==> src/rtl/frog_game_state.sv <==
// Frog game rule stage: per-frame collision/goal evaluation, lives and score
// bookkeeping, and the PLAY/HIT/WIN/OVER sequencer feeding the renderer.
module frog_game_state #(
  parameter int PLAYER_WIDTH  = 20,
  parameter int PLAYER_HEIGHT = 20,
  parameter int CAR_WIDTH     = 40,
  parameter int CAR_HEIGHT    = 20,
  parameter int GOAL_Y        = 64,
  parameter int LIVES_INIT    = 3,
  parameter int HIT_FRAMES    = 60,
  parameter int WIN_FRAMES    = 30
) (
  input  logic        CLK,
  input  logic        RST_N,
  input  logic        frame_tick,
  input  logic        start,
  input  logic [9:0]  player_x,
  input  logic [9:0]  player_y,
  input  logic [39:0] car_x,
  input  logic [39:0] car_y,
  output logic [1:0]  state,
  output logic [1:0]  lives,
  output logic [7:0]  score,
  output logic        respawn,
  output logic        flash,
  output logic        game_over
);

  localparam logic [1:0] S_PLAY = 2'd0;
  localparam logic [1:0] S_HIT  = 2'd1;
  localparam logic [1:0] S_WIN  = 2'd2;
  localparam logic [1:0] S_OVER = 2'd3;

  localparam logic [10:0] PW = 11'(PLAYER_WIDTH);
  localparam logic [10:0] PH = 11'(PLAYER_HEIGHT);
  localparam logic [10:0] CW = 11'(CAR_WIDTH);
  localparam logic [10:0] CH = 11'(CAR_HEIGHT);
  localparam logic [9:0]  GOAL_ROW  = 10'(GOAL_Y);
  localparam logic [1:0]  LIVES_RST = 2'(LIVES_INIT);
  localparam logic [7:0]  HIT_LAST  = 8'(HIT_FRAMES - 1);
  localparam logic [7:0]  WIN_LAST  = 8'(WIN_FRAMES - 1);

  logic [7:0]  counter;
  logic        start_d;
  logic [3:0]  car_hit;
  logic        hit;
  logic        goal;
  logic [10:0] px;
  logic [10:0] py;

  // Widen to 11 bits so box edges near 1023 do not wrap around.
  assign px = {1'b0, player_x};
  assign py = {1'b0, player_y};

  for (genvar n = 0; n < 4; n++) begin : g_car
    logic [10:0] cx;
    logic [10:0] cy;
    assign cx = {1'b0, car_x[10*n +: 10]};
    assign cy = {1'b0, car_y[10*n +: 10]};
    assign car_hit[n] = (px < cx + CW) && (cx < px + PW) &&
                        (py < cy + CH) && (cy < py + PH);
  end

  assign hit  = |car_hit;
  assign goal = (player_y <= GOAL_ROW);

  // respawn is gated by its own current value so it can never stay high
  // for two cycles, even with back-to-back frame_tick or start edges.
  always_ff @(posedge CLK or negedge RST_N) begin
    if (!RST_N) begin
      state     <= S_PLAY;
      lives     <= LIVES_RST;
      score     <= 8'd0;
      respawn   <= 1'b0;
      flash     <= 1'b0;
      game_over <= 1'b0;
      counter   <= 8'd0;
      start_d   <= 1'b0;
    end else begin
      start_d <= start;
      respawn <= 1'b0;
      case (state)
        S_PLAY: begin
          if (frame_tick) begin
            if (hit) begin
              if (lives <= 2'd1) begin
                state     <= S_OVER;
                lives     <= 2'd0;
                game_over <= 1'b1;
                flash     <= 1'b0;
              end else begin
                state   <= S_HIT;
                lives   <= lives - 2'd1;
                counter <= 8'd0;
                flash   <= 1'b1;
              end
            end else if (goal) begin
              if (score != 8'hff) score <= score + 8'd1;
              respawn <= ~respawn;
              state   <= S_WIN;
              counter <= 8'd0;
            end
          end
        end
        S_HIT: begin
          if (frame_tick) begin
            if (counter == HIT_LAST) begin
              respawn <= ~respawn;
              flash   <= 1'b0;
              state   <= S_PLAY;
            end else begin
              counter <= counter + 8'd1;
              if (counter[2:0] == 3'd7) flash <= ~flash;
            end
          end
        end
        S_WIN: begin
          if (frame_tick) begin
            if (counter == WIN_LAST) state <= S_PLAY;
            else counter <= counter + 8'd1;
          end
        end
        default: begin
          flash <= 1'b0;
          if (start && !start_d) begin
            lives     <= LIVES_RST;
            score     <= 8'd0;
            respawn   <= ~respawn;
            game_over <= 1'b0;
            state     <= S_PLAY;
          end
        end
      endcase
    end
  end

endmodule

==> config.mk <==
export PLATFORM = sky130hd
export DESIGN_NAME = frog_game_state
export DESIGN_NICKNAME = d
export VERILOG_FILES = /design/src/rtl/frog_game_state.sv
export SDC_FILE = /design/constraint.sdc
export NUM_CORES = 1
export LEC_CHECK = 0
export ABC_AREA = 1
export CORE_UTILIZATION = 45
export CTS_CLUSTER_DIAMETER = 200
export DETAILED_ROUTE_END_ITERATION = 8
export PLACE_DENSITY = 0.8
export SYNTH_ARGS = -nofsm -noshare
export SYNTH_HDL_FRONTEND = slang
export SYNTH_SLANG_ARGS = --single-unit
==> constraint.sdc <==
create_clock -name CLK -period 5.9 [get_ports CLK]
set_input_delay 1.18 -clock CLK [delete_from_list [all_inputs] [get_ports CLK]]
set_output_delay 1.18 -clock CLK [all_outputs]
set_load 0.05 [all_outputs]
==> impl_metrics.tcl <==
set metrics [dict create \
    status "finished, final reports clean" \
    worstReg2RegStart "state[1]" \
    port_buffers 118 \
    period_needed_ns 4.38 \
    drtIter0Drc 292 \
    wl_per_cell_um 12.8 \
    area_growth_pct 23.6 \
    insertion_delay_ns 0.26 \
    cts_tree "done" \
    std_cell_rows 42 \
    grt_pass1_wl_um 26900 \
    yosysWarnings 0 \
    ctsResizeCount 0 \
    drc 0 \
    crit_required_ns 6.05 \
    syn_inst 942 \
    rr_worst_depth 8 \
    ant_nets 0 \
    ys.flop_type "dfrtp_1" \
    gr-total-overflow 0 \
    io_pins 119 \
    final_cell_area_mm2 0.00771 \
    leakagePower_nw 4.10 \
    post_cts_buffers 0 \
    slew_headroom_pct 26.9 \
    n_antenna_cell 0 \
    core_area_mm2 0.0134 \
    synth_cell_types 34 \
    setup_violations 0 \
    drive_above_1_share_pct 1.98 \
    dr.pass1.iters 4 \
    hold_viol_final 0 \
    arrival_ns 4.53 \
    nFillCells 1302 \
    syn_area_per_cell_um2 6.62 \
    rsz0062_at_grt "false" \
    skew_ns 0.00355 \
    vias 6320 \
    ctsHoldBuffers 0 \
    clockBufferDepth 2 \
    ys_ff_latch 24 \
    ir_drop_mv 0.125 \
    die_y_um 120 \
    syn_nets 1198 \
    dp_hpwl_um 13700 \
    cts.sinks 24 \
    hold_class "reg -> reg" \
    startpoint_type "primary input" \
    grtUsageTotal_pct 22.4 \
    fin_nets 1318 \
    cts_buffers 3 \
    yosysSeqAreaShare_pct 9.67 \
    r2r_end "score[5]" \
    drt_wl_total_um 15900 \
    worstMarginPinSlew_ns 1.09 \
    power.density_mw_per_mm2 174 \
    place.gp.congestion 0.933 \
    start_util_pct 46.6 \
    root_buffer "clkbuf_16" \
    cts_max_level 1 \
    endpoint "counter[7]" \
    maxCapViolCount 0 \
    antenna_found_initial 0 \
    grt_max_degree 25 \
    grt_pass1_vias 5992 \
    syn_area_mm2 0.00624 \
    vias_per_cell 5.11 \
    multi_input_area_mm2 0.00516 \
    crit_path_end_kind "register" \
    timing.fmax_mhz 228 \
    synthArstFlopShare_pct 100 \
    path_class "in -> reg" \
    post_dp_cell_area_mm2 0.00762 \
    worstSetupStartpoint "player_y[3]" \
    crit_fanout 10 \
    fin_tns_setup_ns 0 \
    post-route-period-util_pct 74.2 \
    chipWidth_um 120 \
    final_util_pct 57.5 \
    die-area_mm2 0.0143 \
    clkSlewWorstSetupHoldPaths_ns 0.07 \
    seq_area_um2 603 \
    slew_viol_final 0 \
    hold_slack_ns 0.489 \
    synth-edff-count 0 \
    r2r_setup_slack_ns 3.42 \
]
==> critical path, cell delays in order <==
cell and delay (ns):
clkdlybuf4s50_1 0.64, ha_1 0.24, nor2_1 0.06, nor2_2 0.18, nand3_1 0.11, xor2_1 0.37, ha_1 0.32, a21o_1 0.18
nand3_1 0.07, nand2_1 0.05, nor2_1 0.09, nand3_1 0.08, nor3_2 0.10, nand2_1 0.06, nand2_1 0.09, nor2_2 0.08
a21oi_4 0.29, nand3_4 0.17, nand2_1 0.10, nand2_1 0.05
==> cells in the mapped netlist, drive strengths merged, types with 2 or more instances <==
master  instances  area share [%]
a21o           20             2.4
nor2          106             6.6
dfstp           2            0.84
inv           122             7.3
nand3          65             5.5
xor2           51             7.2
o31ai           8            0.96
xnor2          12             1.7
clkbuf          2            0.12
nand2         244              15
dfrtp          22             8.8
nor3           11             1.0
nand4          14             1.4
nand3b         27             3.3
o211ai          7            0.84
o21ai          21             1.7
ha            152              30
a21oi          50             4.2
==> final cells by class <==
cell class,instances,area share (%)
Tap cell,176,2.86
Multi-Input combinational cell,793,66.9
Timing Repair Buffer,118,15.3
Sequential cell,24,7.82
Inverter,122,5.94
Clock buffer,4,1.15
==> logic make-up (layout without fill, tap and decap cells) <==
logic type / after synthesis / count (layout) / share of synthesized area [%]
and+or+nand+nor: 468 / 468 / 32.8
adders and majority gates: 152 / 152 / 30.5
buffers and inverters: 125 / 244 / 7.64
xor gates and xnor gates: 63 / 63 / 8.84
AOI/OAI and AO/OA: 110 / 110 / 10.5
DFF: 24 / 24 / 9.67
==> per-layer routing <==
metal	vias to the layer above	wire length, um	GRT usage [%]	share of wire (%)
met1	2800	7400	28.5	47
li1	3354	-	-	-
met4	0	229	3.67	1.4
met2	145	7450	40.5	47
met3	21	794	2.95	5.0
met5	-	0	0	0
==> state kept, by name, summed over array words and instances (netlist names) <==
| signal | count |
|---|---|
| respawn | 1 |
| state | 2 |
| flash | 1 |
| lives | 2 |
| game_over | 1 |
| score | 8 |
| start_d | 1 |
| counter | 8 |
==> report_power, final <==
| part | switching, mW | total [mW] | internal [mW] |
|---|---|---|---|
| Clock | 0.0618 | 0.166 | 0.104 |
| Combinational | 0.573 | 0.932 | 0.359 |
| Sequential | 0.0416 | 0.246 | 0.205 |
| Total | 0.676 | 1.34 | 0.667 |
==> worst min path at each step <==
| stage | from | to | slack [ns] | depth (start not counted) |
|---|---|---|---|---|
| final | lives[1] | lives[1] | 0.49 | 2 |
| after global routing | counter[5] | counter[5] | 0.53 | 2 |
| after CTS | lives[1] | lives[1] | 0.49 | 2 |
| after detailed placement | lives[1] | lives[1] | 0.48 | 2 |
| after global placement | lives[1] | lives[1] | 0.49 | 2 |
| after floorplan | counter[4] | counter[4] | 0.46 | 2 |
==> through the flow <==
| step | total power [mW] | setup WS, ns | std cells |
|---|---|---|---|
| 2_1_floorplan | 0.877 | 2.37 | 942 |
| 3_3_place_gp | 1.16 | 1.35 | 1233 |
| 3_5_place_dp | 1.18 | 1.26 | 1233 |
| 4_1_cts | 1.35 | 1.52 | 1237 |
| 5_1_grt | 1.48 | 1.13 | 1237 |
| 6_report | 1.34 | 1.52 | 1237 |
==> placed cells by master, fill, tap and decap left out, drive strengths merged <==
master         instances
nand3b                27
a21o                  20
a21boi                 1
dfstp                  2
o21a                   1
nand2                244
o31ai                  8
xor2                  51
nor2                 106
clkbuf                 4
ha                   152
inv                  122
nor3                  11
o21ai                 21
o211ai                 7
o22ai                  1
clkdlybuf4s50        118
nor3b                  1
o21bai                 1
xnor2                 12
dfrtp                 22
a21oi                 50
nand3                 65
nand4                 14
(Power assumes the default switching activity.)
